===== src/rtl/bitop_pkg.sv =====
// Shared opcodes, FSM encoding and helpers for the slice-serial bitop unit.
package bitop_pkg;

  localparam logic [2:0] OP_AND  = 3'd0;
  localparam logic [2:0] OP_OR   = 3'd1;
  localparam logic [2:0] OP_XOR  = 3'd2;
  localparam logic [2:0] OP_XNOR = 3'd3;
  localparam logic [2:0] OP_NOTA = 3'd4;
  localparam logic [2:0] OP_RAND = 3'd5;
  localparam logic [2:0] OP_RNOR = 3'd6;
  localparam logic [2:0] OP_RXOR = 3'd7;

  typedef enum logic [1:0] {
    ST_IDLE = 2'd0,
    ST_RUN  = 2'd1,
    ST_DONE = 2'd2
  } state_e;

  // Identity element of the running reduction: 1 for AND, 0 for OR/XOR.
  function automatic logic red_init(input logic [2:0] op);
    return (op == OP_RAND);
  endfunction

endpackage


===== src/rtl/bitop_slice_alu.sv =====
// Combinational SLICE-bit bitwise ALU with per-slice reductions of operand a.
module bitop_slice_alu
  import bitop_pkg::*;
#(
  parameter int unsigned SLICE = 4
) (
  input  logic [2:0]       op_i,
  input  logic [SLICE-1:0] a_i,
  input  logic [SLICE-1:0] b_i,
  output logic [SLICE-1:0] res_o,
  output logic             red_and_o,
  output logic             red_or_o,
  output logic             red_xor_o
);

  // Bitwise result; reduction opcodes pass a through since only the reductions matter.
  always_comb begin
    res_o = a_i;
    unique case (op_i)
      OP_AND:  res_o = a_i & b_i;
      OP_OR:   res_o = a_i | b_i;
      OP_XOR:  res_o = a_i ^ b_i;
      OP_XNOR: res_o = ~(a_i ^ b_i);
      OP_NOTA: res_o = ~a_i;
      default: res_o = a_i;
    endcase
  end

  assign red_and_o = &a_i;
  assign red_or_o  = |a_i;
  assign red_xor_o = ^a_i;

endmodule


===== src/rtl/bitop_seq_arbiter.sv =====
// Two-port round-robin front end driving a slice-serial bitop ALU, LSB slice first.
module bitop_seq_arbiter
  import bitop_pkg::*;
#(
  parameter int unsigned WIDTH = 16,
  parameter int unsigned SLICE = 4
) (
  input  logic             clk_i,
  input  logic             rstn_i,
  input  logic             req0_valid_i,
  output logic             req0_ready_o,
  input  logic [2:0]       req0_op_i,
  input  logic [WIDTH-1:0] req0_a_i,
  input  logic [WIDTH-1:0] req0_b_i,
  input  logic             req1_valid_i,
  output logic             req1_ready_o,
  input  logic [2:0]       req1_op_i,
  input  logic [WIDTH-1:0] req1_a_i,
  input  logic [WIDTH-1:0] req1_b_i,
  output logic             resp_valid_o,
  input  logic             resp_ready_i,
  output logic             resp_id_o,
  output logic [WIDTH-1:0] resp_data_o
);

  localparam int unsigned NSLICE = WIDTH / SLICE;
  localparam int unsigned CntW   = (NSLICE > 1) ? $clog2(NSLICE) : 1;
  localparam logic [CntW-1:0] CntLast = CntW'(NSLICE - 1);

  if (SLICE == 0 || (WIDTH % SLICE) != 0) begin : gen_bad_cfg
    $error("bitop_seq_arbiter: WIDTH must be a non-zero multiple of SLICE");
  end

  state_e           state_q, state_d;
  logic             ptr_q, ptr_d;
  logic [2:0]       op_q, op_d;
  logic [WIDTH-1:0] a_q, a_d, b_q, b_d, res_q, res_d;
  logic             id_q, id_d;
  logic [CntW-1:0]  cnt_q, cnt_d;
  logic             acc_q, acc_d;

  logic             gnt_any, gnt_id;
  logic [2:0]       gnt_op;
  logic [SLICE-1:0] a_sl, b_sl, alu_res;
  logic             red_and, red_or, red_xor, acc_nxt;

  // Round-robin grant: a lone requester wins, a tie goes to the port not granted last.
  always_comb begin
    gnt_any = req0_valid_i | req1_valid_i;
    if (req0_valid_i && req1_valid_i) begin
      gnt_id = ~ptr_q;
    end else begin
      gnt_id = req1_valid_i;
    end
    gnt_op = gnt_id ? req1_op_i : req0_op_i;
  end

  // Select the operand slice addressed by the slice counter.
  always_comb begin
    a_sl = a_q[SLICE-1:0];
    b_sl = b_q[SLICE-1:0];
    for (int k = 0; k < NSLICE; k++) begin
      if (cnt_q == CntW'(k)) begin
        a_sl = a_q[k*SLICE +: SLICE];
        b_sl = b_q[k*SLICE +: SLICE];
      end
    end
  end

  bitop_slice_alu #(
    .SLICE(SLICE)
  ) u_alu (
    .op_i     (op_q),
    .a_i      (a_sl),
    .b_i      (b_sl),
    .res_o    (alu_res),
    .red_and_o(red_and),
    .red_or_o (red_or),
    .red_xor_o(red_xor)
  );

  // Fold the current slice reduction into the accumulator.
  always_comb begin
    unique case (op_q)
      OP_RAND: acc_nxt = acc_q & red_and;
      OP_RNOR: acc_nxt = acc_q | red_or;
      OP_RXOR: acc_nxt = acc_q ^ red_xor;
      default: acc_nxt = acc_q;
    endcase
  end

  // FSM next state, operand capture, slice sequencing and handshake outputs.
  always_comb begin
    state_d      = state_q;
    ptr_d        = ptr_q;
    op_d         = op_q;
    a_d          = a_q;
    b_d          = b_q;
    id_d         = id_q;
    cnt_d        = cnt_q;
    acc_d        = acc_q;
    res_d        = res_q;
    req0_ready_o = 1'b0;
    req1_ready_o = 1'b0;
    resp_valid_o = 1'b0;
    unique case (state_q)
      ST_IDLE: begin
        if (gnt_any) begin
          req0_ready_o = ~gnt_id;
          req1_ready_o = gnt_id;
          op_d         = gnt_op;
          a_d          = gnt_id ? req1_a_i : req0_a_i;
          b_d          = gnt_id ? req1_b_i : req0_b_i;
          id_d         = gnt_id;
          cnt_d        = '0;
          acc_d        = red_init(gnt_op);
          ptr_d        = gnt_id;
          state_d      = ST_RUN;
        end
      end
      ST_RUN: begin
        acc_d = acc_nxt;
        if (op_q < OP_RAND) begin
          for (int k = 0; k < NSLICE; k++) begin
            if (cnt_q == CntW'(k)) begin
              res_d[k*SLICE +: SLICE] = alu_res;
            end
          end
        end
        if (cnt_q == CntLast) begin
          // Counter holds here; it is only cleared by the next accept.
          state_d = ST_DONE;
          if (op_q >= OP_RAND) begin
            res_d    = '0;
            res_d[0] = (op_q == OP_RNOR) ? ~acc_nxt : acc_nxt;
          end
        end else begin
          cnt_d = cnt_q + CntW'(1);
        end
      end
      ST_DONE: begin
        resp_valid_o = 1'b1;
        if (resp_ready_i) begin
          state_d = ST_IDLE;
        end
      end
      default: state_d = ST_IDLE;
    endcase
  end

  // State registers with synchronous active-low reset.
  always_ff @(posedge clk_i) begin
    if (!rstn_i) begin
      state_q <= ST_IDLE;
      ptr_q   <= 1'b1;
      op_q    <= '0;
      a_q     <= '0;
      b_q     <= '0;
      id_q    <= 1'b0;
      cnt_q   <= '0;
      acc_q   <= 1'b0;
      res_q   <= '0;
    end else begin
      state_q <= state_d;
      ptr_q   <= ptr_d;
      op_q    <= op_d;
      a_q     <= a_d;
      b_q     <= b_d;
      id_q    <= id_d;
      cnt_q   <= cnt_d;
      acc_q   <= acc_d;
      res_q   <= res_d;
    end
  end

  assign resp_data_o = res_q;
  assign resp_id_o   = id_q;

endmodule

===== config.mk =====
export PLATFORM = sky130hd
export DESIGN_NAME = bitop_seq_arbiter
export DESIGN_NICKNAME = d
export VERILOG_FILES = /design/src/rtl/bitop_pkg.sv /design/src/rtl/bitop_slice_alu.sv /design/src/rtl/bitop_seq_arbiter.sv
export SDC_FILE = /design/constraint.sdc
export NUM_CORES = 1
export LEC_CHECK = 0
export CAP_MARGIN = 20
export CORE_UTILIZATION = 47
export DETAILED_ROUTE_END_ITERATION = 10
export PLACE_DENSITY_LB_ADDON = 0.1
export SYNTH_ARGS = -nofsm -noshare
export SYNTH_HDL_FRONTEND = slang
export SYNTH_SLANG_ARGS = --single-unit

===== constraint.sdc =====
create_clock -name clk_i -period 5.05 [get_ports clk_i]
set_input_delay 1.2625 -clock clk_i [delete_from_list [all_inputs] [get_ports clk_i]]
set_output_delay 1.2625 -clock clk_i [all_outputs]
set_load 0.02 [all_outputs]

# == Word-level counts from Yosys, hierarchy flattened ==
# Index checks and enable logic that the tools add are counted.
# totals
regBits,58
out_inout_bits,20
elab_cells,87
# op_classes
addsub,1
n_lt_le_gt_ge,2
n_eq_ne,17
n_mux,34
bitwise_logic,12
reduce_logical,12
# ops
operator,n
2-to-1 mux 16 bit,5
2-to-1 mux 4 bit,10
case mux 4 bit (5 select lines),1
equality test 3 bit (second input constant),5
2-to-1 mux 2 bit,5
2-to-1 mux 1 bit,8
!= test 2 bit (second input constant),4
NOT 4 bit,2
equality test 2 bit (second input constant),3
equality test 3 x 2 -> 1 bit (second input constant),2
case mux 2 bit (3 select lines),1
AND reduction 3 bit,2
bitwise AND 4 bit,1
equality test 2 x 1 -> 1 bit (second input constant),2
zero test 2 bit,2
bitwise OR 4 bit,1
case mux 2 bit (2 select lines),1
AND reduction 2 bit,2
AND reduction 4 bit,1
OR reduction 4 bit,1
XOR reduction 4 bit,1
XOR 4 bit,1
equality test 3 x 1 -> 1 bit (second input constant),1
>= comparator 3 bit (second input constant),1
other kinds (12),15

# == Longest topological paths before layout ==
# Gate-level depths: netlist of run 1.
# depth
depth_word,11
mapped_depth,13
mapped_depth_nobuf,12

# == By module ==
# Synthesis of run 1 repeated with hierarchy kept, for this count alone.
# hier_totals
cells_unflattened,363
hier_area_um2,3318.2
# by_module_without_submodules
module,n_inst,cells_per_inst,area_per_inst_um2,seq_area_each_um2
bitop_seq_arbiter,1,308,2912.8,1161.1
bitop_slice_alu,1,55,405.4,0.0

# == Worst setup path after synthesis of run 1 ==
# Ideal clock, no wire load.
# synth_path
path_type,input to output
start,in req1_valid_i
end,out req1_ready_o
arrival_time_ps,2173
path_slack_ps,1614
path_stages,5
path_buffers,3
path_cell_list,a21boi_0 > buf_2 > and2_1 > clkbuf_1 > buf_2
# synth_between
elab_chain_cells,4
word_cells_on_any_way,5
# synth_rtl
item,line,source
"start, declared",bitop_seq_arbiter.sv:15,"input logic req1_valid_i,"
logical AND 1 bit,bitop_seq_arbiter.sv:50,if (req0_valid_i && req1_valid_i) begin
2-to-1 mux 1 bit,bitop_seq_arbiter.sv:50,
2-to-1 mux 1 bit (*),bitop_seq_arbiter.sv:108,if (gnt_any) begin
2-to-1 mux 1 bit (*),bitop_seq_arbiter.sv:106,unique case (state_q)
"end, declared",bitop_seq_arbiter.sv:16,"output logic req1_ready_o,"
# Mark *: on every way between the ends. The rest lies on a longest branch, timed or not.

# == Final worst setup path of run 1 ==
# Ends and elaborated chain as after synthesis.

==> results.json, run 1 <==
{
  "grt_pass1_vias": 2844,
  "vias": 3007,
  "cts_setup_buffers": 0,
  "cts_root_buffer": "clkbuf_8",
  "fillers": 505,
  "register_area_mm2": 0.00116,
  "synthCells": 341,
  "drc": 0,
  "critical_path.max_stage_delay_ps": 700,
  "layout-drive-gt1-share_pct": 6.98,
  "cts_resized": 0,
  "whs_ps": 451,
  "cap_viol_max_count": 0,
  "finalHoldViolCount": 0,
  "setup_viol": 0,
  "dieArea_mm2": 0.00666,
  "synthesis.area_mm2": 0.00298,
  "seq_area_frac_synth_pct": 39.0,
  "stdcell_count": 505,
  "synth_ff_type": "dfxtp_1",
  "io_buffer_count": 94,
  "hold_depth": 2,
  "relSlewSlack_pct": 48.4,
  "post-route-period-util_pct": 88.6,
  "cts_tree": "built",
  "syn-num-nets": 426,
  "initial_core_util_pct": 49.4,
  "worstRegToRegCells": 10,
  "synth_cell_types": 51,
  "status": "complete, no violations",
  "worstPathArrival_ps": 3210,
  "async_flop_share_pct": 0,
  "synth_edf_count": 0,
  "fmax_mhz": 223,
  "tightest_slew_ps": 774,
  "crit_type": "primary input to primary output",
  "htreeDepth": 3,
  "antenna_found_initial": 0,
  "start_kind": "primary input",
  "clk_latency_ps": 340,
  "cp_slowest_cell": "clkdlybuf4s50_1",
  "hpwl_um": 5920,
  "p_per_area_mw_per_mm2": 305,
  "overflow": 0,
  "die_h_um": 81.6,
  "place_congestion": 0.817,
  "crit_buf_inv": 2,
  "cts_buffers": 9,
  "path_max_fanout": 12,
  "placed_cells": 489,
  "grt_max_degree": 52,
  "max-vdd-ir-drop_mv": 0.176,
  "worst-path-stages": 4,
  "yosysWarnings": 0,
  "fin_skew_ps": 7.08,
  "syn_avg_cell_area_um2": 8.74,
  "rsz0062_at_grt": "no",
  "cts.sinks": 58,
  "multi_input_area_mm2": 0.00165,
  "core_area_mm2": 0.00603,
  "leakagePower_nw": 1.56,
  "crit_path_end_kind": "primary output",
  "wirelength_um": 8280,
  "clockBufferDepth": 2,
  "power_mw": 1.26,
  "crit_chain": "clkdlybuf4s50_1 -> a21boi_0 -> and2_1 -> clkdlybuf4s50_1",
  "crit_family": "buffers and inverters",
  "grt_use_total_pct": 26.9,
  "drtIter0Drc": 285,
  "cp_common_cell": "clkdlybuf4s50_1",
  "tns_ps": 0,
  "die_w_um": 81.6,
  "drt_first_pass_iters": 8,
  "antenna_cells": 0,
  "ant_nets": 0,
  "cts.clk_slew.worst_paths_ps": 60,
  "io_pins": 95,
  "cts_hold_buf": 0,
  "routed_via_density": 5.95,
  "wl_per_cell_um": 16.4,
  "ys_seq_elements": 58,
  "hold_path_class": "flip-flop to flip-flop",
  "required_ps": 3790,
  "post-route-min-period_ps": 4470,
  "areaGrowthSynthToFinish_pct": 39.0,
  "final_nets": 510,
  "drv_slew": 0,
  "num_rows": 28,
  "grt_pass1_wl_um": 13600
}
-- routing by layer --
layer	global-route usage [%]	vias to the layer above	share of wire, %
li1	-	1460	-
met4	11.8	0	1.7
met1	35.2	1394	44
met2	43.1	140	48
met5	0	-	0
met3	5.11	13	6.3
-- worst min-delay path, delay by kind of cell, from the launching register on --
kind | cells | cell delay [ps]
AND/OR/NAND/NOR | 1 | 50
flip-flops | 1 | 310
AO/OA/AOI/OAI | 1 | 50
-- metrics by stage --
step	util [%]	area (µm²)	setup slack, ps
floorplan	-	2980	1610
global placement	65.5	3950	641
detailed placement	65.5	3950	586
CTS	68.7	4140	591
global route	68.7	4140	521
finish	68.7	4140	575
-- worst paths after layout --
| check | from | to | slack (ps) |
|---|---|---|---|
| hold / removal | resp_data_o[14] | resp_data_o[14] | 450 |
| setup / recovery | req1_valid_i | req1_ready_o | 580 |
| hold reg to reg | resp_data_o[14] | resp_data_o[14] | 450 |
| setup reg to reg | cnt_q[0] | resp_data_o[0] | 1700 |
-- cells in the final DEF (no fill, tap or decap), drive strengths merged, types with 2 or more instances in the layout --
| cell | synthesis | layout |
|---|---|---|
| a211oi | 9 | 9 |
| a21boi | 3 | 3 |
| a21o | 3 | 3 |
| a21oi | 17 | 17 |
| a221o | 2 | 2 |
| a221oi | 4 | 4 |
| a222oi | 30 | 30 |
| a22oi | 4 | 4 |
| and2 | 2 | 2 |
| and3 | 3 | 3 |
| and3b | 3 | 3 |
| buf | 8 | 5 |
| clkbuf | 18 | 12 |
| clkdlybuf4s50 | 0 | 94 |
| clkinv | 1 | 3 |
| dfxtp | 58 | 58 |
| ha | 10 | 10 |
| inv | 15 | 15 |
| mux2 | 2 | 2 |
| mux2i | 17 | 17 |
| nand2 | 18 | 18 |
| nand2b | 3 | 3 |
| nand3 | 7 | 7 |
| nor2 | 56 | 56 |
| nor2b | 4 | 4 |
| nor3 | 4 | 4 |
| nor3b | 6 | 6 |
| nor4 | 2 | 2 |
| o21ai | 12 | 12 |
| o22ai | 2 | 2 |
| o311ai | 2 | 2 |
| or2 | 2 | 2 |
-- cell type report --
type                    instances  area share (%)
clock buffers                  12            3.50
inverters                      16            1.45
clock inverters                 4            1.24
flip-flops and latches         58            28.0
repair buffers                 99            23.6
well taps                      75            2.27
multi-input cells             241            39.9
-- Yosys cell counts (3+ instances only) --
library cell	number	share of area [%]
buf_2	6	1.0
nand2b_1	3	0.63
nor2b_1	4	0.84
a222oi_1	30	10
nand3_1	7	1.2
and3_1	3	0.63
a21boi_0	3	0.76
nor2_1	56	7.1
a21o_1	3	0.76
dfxtp_1	58	39
a22oi_1	4	1.0
clkbuf_1	18	2.3
nand2_1	18	2.3
nor3_1	4	0.67
ha_1	10	4.2
a211oi_1	9	2.3
o21ai_0	10	1.7
and3b_1	3	0.88
nor3b_1	6	1.5
a21oi_1	17	2.9
mux2i_1	17	5.7
inv_1	14	1.8
-- logic make-up after synthesis --
group,synth area share (%)
simple gates,18.0
flops,39.0
compound gates,25.5
mux,6.47
xor+xnor,1.05
fa+ha+maj,4.20
buf+inv,5.80
-- registers in the layout (all words and copies together), names as in the netlist --
| name | flops |
|---|---|
| a_q | 16 |
| resp_data_o | 16 |
| acc_q | 1 |
| ptr_q | 1 |
| state_q | 2 |
| cnt_q | 2 |
| op_q | 3 |
| resp_id_o | 1 |
| b_q | 16 |
-- power breakdown --
| part | total (mW) | leakage [nW] | switching [mW] | internal, mW |
|---|---|---|---|---|
| registers | 0.524 | 0.476 | 0.0314 | 0.492 |
| logic | 0.309 | 0.985 | 0.152 | 0.157 |
| clock network | 0.429 | 0.0966 | 0.188 | 0.242 |
| total | 1.26 | 1.56 | 0.371 | 0.891 |
Note: power is estimated with default switching activity, not from simulation.
==> inputs of run 2 (changes only) <==
--- a/config.mk
+++ b/config.mk
@@ -7,6 +7,7 @@
 export LEC_CHECK = 0
 export CAP_MARGIN = 20
 export CORE_UTILIZATION = 47
+export CTS_BUF_LIST = sky130_fd_sc_hd__clkbuf_4 sky130_fd_sc_hd__clkbuf_8 sky130_fd_sc_hd__clkbuf_16
 export DETAILED_ROUTE_END_ITERATION = 10
 export PLACE_DENSITY_LB_ADDON = 0.1
 export SYNTH_ARGS = -nofsm -noshare
==> results.json, run 2 (synthesis results as in run 1) <==
{
  "ant_nets": 0,
  "wl_per_cell_um": 16.6,
  "cts_root_buffer": "clkbuf_8",
  "hold_depth": 2,
  "tns_ps": 0,
  "drtIter0Drc": 302,
  "ff2ff_setup_slack_ps": 1650,
  "grt_max_degree": 52,
  "relSlewSlack_pct": 46.9,
  "max-vdd-ir-drop_mv": 0.175,
  "mostFrequentLayoutCell": "clkdlybuf4s50_1",
  "timing.rr.end": "resp_data_o[0]",
  "tightest_slew_ps": 797,
  "fin_skew_ps": 8.08,
  "grt_pass1_wl_um": 13600,
  "setup_viol": 0,
  "io_buffer_count": 94,
  "post-route-period-util_pct": 88.4,
  "cts_resized": 0,
  "initial_core_util_pct": 49.4,
  "fin_ws_ps": 587,
  "die_h_um": 81.6,
  "htreeDepth": 3,
  "antenna_cells": 0,
  "mostFrequentLayoutCells": "94 x clkdlybuf4s50_1, 58 x dfxtp_1, 55 x nor2_1, 30 x a222oi_1, 18 x nand2_1",
  "dieArea_mm2": 0.00666,
  "drv_slew": 0,
  "clockBufferDepth": 2,
  "layout-drive-gt1-share_pct": 7.44,
  "wirelength_um": 8370,
  "die_w_um": 81.6,
  "place_congestion": 0.817,
  "finalHoldViolCount": 0,
  "cts.clk_slew.worst_paths_ps": 60,
  "crit_path_end_kind": "primary output",
  "worstPathArrival_ps": 3200,
  "io_pins": 95,
  "status": "complete, no violations",
  "grt_use_total_pct": 27.0,
  "final_nets": 510,
  "rsz0062_at_grt": "no",
  "areaGrowthSynthToFinish_pct": 39.3,
  "path_max_fanout": 12,
  "required_ps": 3790,
  "leakagePower_nw": 1.56,
  "drt_first_pass_iters": 7,
  "crit_type": "primary input to primary output",
  "hold_path_class": "flip-flop to flip-flop",
  "r2r-start": "cnt_q[0]",
  "grt_pass1_vias": 2856,
  "clk_latency_ps": 340,
  "routed_via_density": 5.91,
  "cts_hold_buf": 0,
  "cts_buffers": 9,
  "core_area_mm2": 0.00603,
  "power_mw": 1.28,
  "worstRegToRegCells": 10,
  "antenna_found_initial": 0,
  "overflow": 0,
  "cts_tree": "built",
  "pre_cts_ws_ps": 586,
  "vias": 2984,
  "p_per_area_mw_per_mm2": 307,
  "cts_setup_buffers": 0,
  "post-route-min-period_ps": 4460,
  "final_util_pct": 68.9,
  "hpwl_um": 5920,
  "fmax_mhz": 224,
  "start_kind": "primary input",
  "drc": 0,
  "worstHoldStart": "resp_data_o[14]",
  "num_rows": 28,
  "hold_end": "resp_data_o[14]",
  "cap_viol_max_count": 0,
  "whs_ps": 452,
  "cts.sinks": 58
}
==> run 2: cell types whose count changed in the layout (fill, tap and decap cells not counted) <==
| cell | delta |
|---|---|
| clkbuf_1 | -2 |
| clkbuf_4 | +2 |
==> run 2: power by group <==
group	internal, mW	switching, mW
registers	0.492	0.0318
clock network	0.252	0.189
logic	0.157	0.153
==> run 2: worst max path at each step <==
stage	slack, ps	startpoint	endpoint
global route	520	req1_valid_i	req1_ready_o
floorplan	1610	req1_valid_i	req1_ready_o
CTS	590	req1_valid_i	req1_ready_o
global placement	640	req1_valid_i	req1_ready_o
detailed placement	590	req1_valid_i	req1_ready_o
finish	590	req1_valid_i	req1_ready_o
==> run 2: area by class of cell <==
class | instances | area, µm²
clock buffers | 12 | 153
fillers | 506 | 1880
clock inverters | 4 | 51.3
flip-flops and latches | 58 | 1160
inverters | 16 | 60.1
well taps | 75 | 93.8
multi-input cells | 241 | 1650
repair buffers | 99 | 978
==> run 2: worst max-delay path, stage by stage <==
cell and delay (ps):
clkdlybuf4s50_1 510, a21boi_0 260, and2_1 460, clkdlybuf4s50_1 700
==> run 2: per-stage QoR <==
step / std cells / instance area, µm²
5_1_grt: 505 / 4150
2_1_floorplan: 341 / 2980
3_5_place_dp: 489 / 3950
6_report: 505 / 4150
4_1_cts: 505 / 4150
3_3_place_gp: 489 / 3950
==> run 2: metal layers <==
| metal | global-route usage, % | vias to the layer above | routed length, µm |
|---|---|---|---|
| met5 | 0 | - | 0 |
| li1 | - | 1455 | - |
| met3 | 5.11 | 13 | 488 |
| met4 | 11.8 | 0 | 140 |
| met2 | 43.4 | 128 | 4010 |
| met1 | 35.0 | 1388 | 3730 |
==> inputs of run 3 (changes only) <==
--- a/config.mk
+++ b/config.mk
@@ -6,7 +6,7 @@
 export NUM_CORES = 1
 export LEC_CHECK = 0
 export CAP_MARGIN = 20
-export CORE_UTILIZATION = 47
+export CORE_UTILIZATION = 50
 export CTS_BUF_LIST = sky130_fd_sc_hd__clkbuf_4 sky130_fd_sc_hd__clkbuf_8 sky130_fd_sc_hd__clkbuf_16
 export DETAILED_ROUTE_END_ITERATION = 10
 export PLACE_DENSITY_LB_ADDON = 0.1
==> results.json, run 3 (synthesis results as in run 1) <==
{
  "final_util_pct": 74.6,
  "antenna_cells": 0,
  "dieArea_mm2": 0.00627,
  "required_ps": 3790,
  "cts.sinks": 58,
  "crit_type": "primary input to primary output",
  "start_kind": "primary input",
  "drc": 0,
  "fin_area_mm2": 0.00418,
  "final_nets": 510,
  "vias": 3102,
  "mostFrequentLayoutCell": "clkdlybuf4s50_1",
  "core_area_mm2": 0.00561,
  "die_w_um": 79.2,
  "num_rows": 27,
  "post-route-period-util_pct": 84.5,
  "whs_ps": 455,
  "cap_viol_max_count": 0,
  "hpwl_um": 5890,
  "cts_root_buffer": "clkbuf_8",
  "internal-power_mw": 0.987,
  "switching_share_pct": 27.4,
  "io_buffer_count": 94,
  "layout-drive-gt1-share_pct": 7.44,
  "fin_skew_ps": 6.68,
  "grt_pass1_vias": 2973,
  "cts.clk_slew.worst_paths_ps": 70,
  "overflow": 0,
  "hold_end": "resp_data_o[4]",
  "finalHoldViolCount": 0,
  "worstHoldStart": "resp_data_o[4]",
  "hold_path_class": "flip-flop to flip-flop",
  "ff2ff_setup_slack_ps": 1590,
  "clockBufferDepth": 2,
  "rsz0062_at_grt": "no",
  "htreeDepth": 3,
  "power_mw": 1.36,
  "ant_nets": 0,
  "cts_tree": "built",
  "die_h_um": 79.2,
  "setup_viol": 0,
  "p_per_area_mw_per_mm2": 325,
  "hold_depth": 2,
  "power.switching_mw": 0.372,
  "grt_use_total_pct": 28.8,
  "mostFrequentLayoutCells": "94 x clkdlybuf4s50_1, 58 x dfxtp_1, 55 x nor2_1, 30 x a222oi_1, 18 x nand2_1",
  "io_pins": 95,
  "tightest_slew_ps": 794,
  "crit_path_end_kind": "primary output",
  "post-route-min-period_ps": 4260,
  "crit_start": "req1_valid_i",
  "antenna_found_initial": 0,
  "wl_per_cell_um": 16.7,
  "leakagePower_nw": 1.58,
  "r2r-start": "cnt_q[0]",
  "path_max_fanout": 3,
  "fillers": 468,
  "grt_max_degree": 33,
  "fmax_mhz": 234,
  "wirelength_um": 8370,
  "initial_core_util_pct": 53.1,
  "worstPathArrival_ps": 3000,
  "cts_buffers": 9,
  "cts_setup_buffers": 0,
  "place_congestion": 0.847,
  "tns_ps": 0,
  "worstRegToRegCells": 10,
  "max-vdd-ir-drop_mv": 0.225,
  "grt_pass1_wl_um": 13900,
  "status": "complete, no violations",
  "drtIter0Drc": 374,
  "timing.rr.end": "resp_data_o[7]",
  "combPwrFrac_pct": 22.8,
  "clk_latency_ps": 340,
  "cts_resized": 0,
  "cts_hold_buf": 0,
  "placed_cell_area_mm2": 0.00394,
  "relSlewSlack_pct": 46.8,
  "pwr-share-seq_pct": 38.6,
  "power.share.clock_pct": 38.6,
  "drt_first_pass_iters": 6,
  "routed_via_density": 6.18,
  "drv_slew": 0,
  "areaGrowthSynthToFinish_pct": 40.4
}
-- run 3: how the worst max path moves through the flow --
stage	end	slack [ps]
floorplan	req1_ready_o	1610
global placement	req1_ready_o	780
detailed placement	req1_ready_o	800
CTS	req1_ready_o	780
global route	req1_ready_o	670
finish	req1_ready_o	790
-- run 3: cell type report --
class / count / area (µm²) / area share (%)
Multi-Input combinational cell: 241 / 1650 / 39.5
Inverter: 16 / 60.1 / 1.44
Timing Repair Buffer: 99 / 978 / 23.4
Clock buffer: 11 / 139 / 3.32
Tap cell: 72 / 90.1 / 2.15
Sequential cell: 58 / 1160 / 27.8
Clock inverter: 5 / 103 / 2.45
-- run 3: stage by stage --
step	std cells	worst slack [ps]
6_report	502	785
5_1_grt	502	672
4_1_cts	502	781
3_5_place_dp	486	796
3_3_place_gp	486	783
2_1_floorplan	341	1610
-- run 3: worst max-delay path, cell delays in order --
cell             delay, ps
clkdlybuf4s50_1        530
a21boi_0               360
and2_1                 210
clkdlybuf4s50_1        640
-- run 3: layer usage --
layer / vias up / wire, µm / share of wire, % / track usage [%]
li1: 1455 / - / - / -
met1: 1453 / 3460 / 41 / 35.7
met2: 177 / 4060 / 49 / 47.9
met3: 17 / 696 / 8.3 / 8.16
met4: 0 / 143 / 1.7 / 9.27
met5: - / 0 / 0 / 0
-- run 3: power groups by stage --
stage	Sequential, mW	Combinational [mW]	Clock (mW)
2_1_floorplan	0.524	0.192	0
3_3_place_gp	0.532	0.299	0
3_5_place_dp	0.534	0.304	0
4_1_cts	0.524	0.307	0.527
5_1_grt	0.529	0.340	0.552
6_report	0.525	0.310	0.524
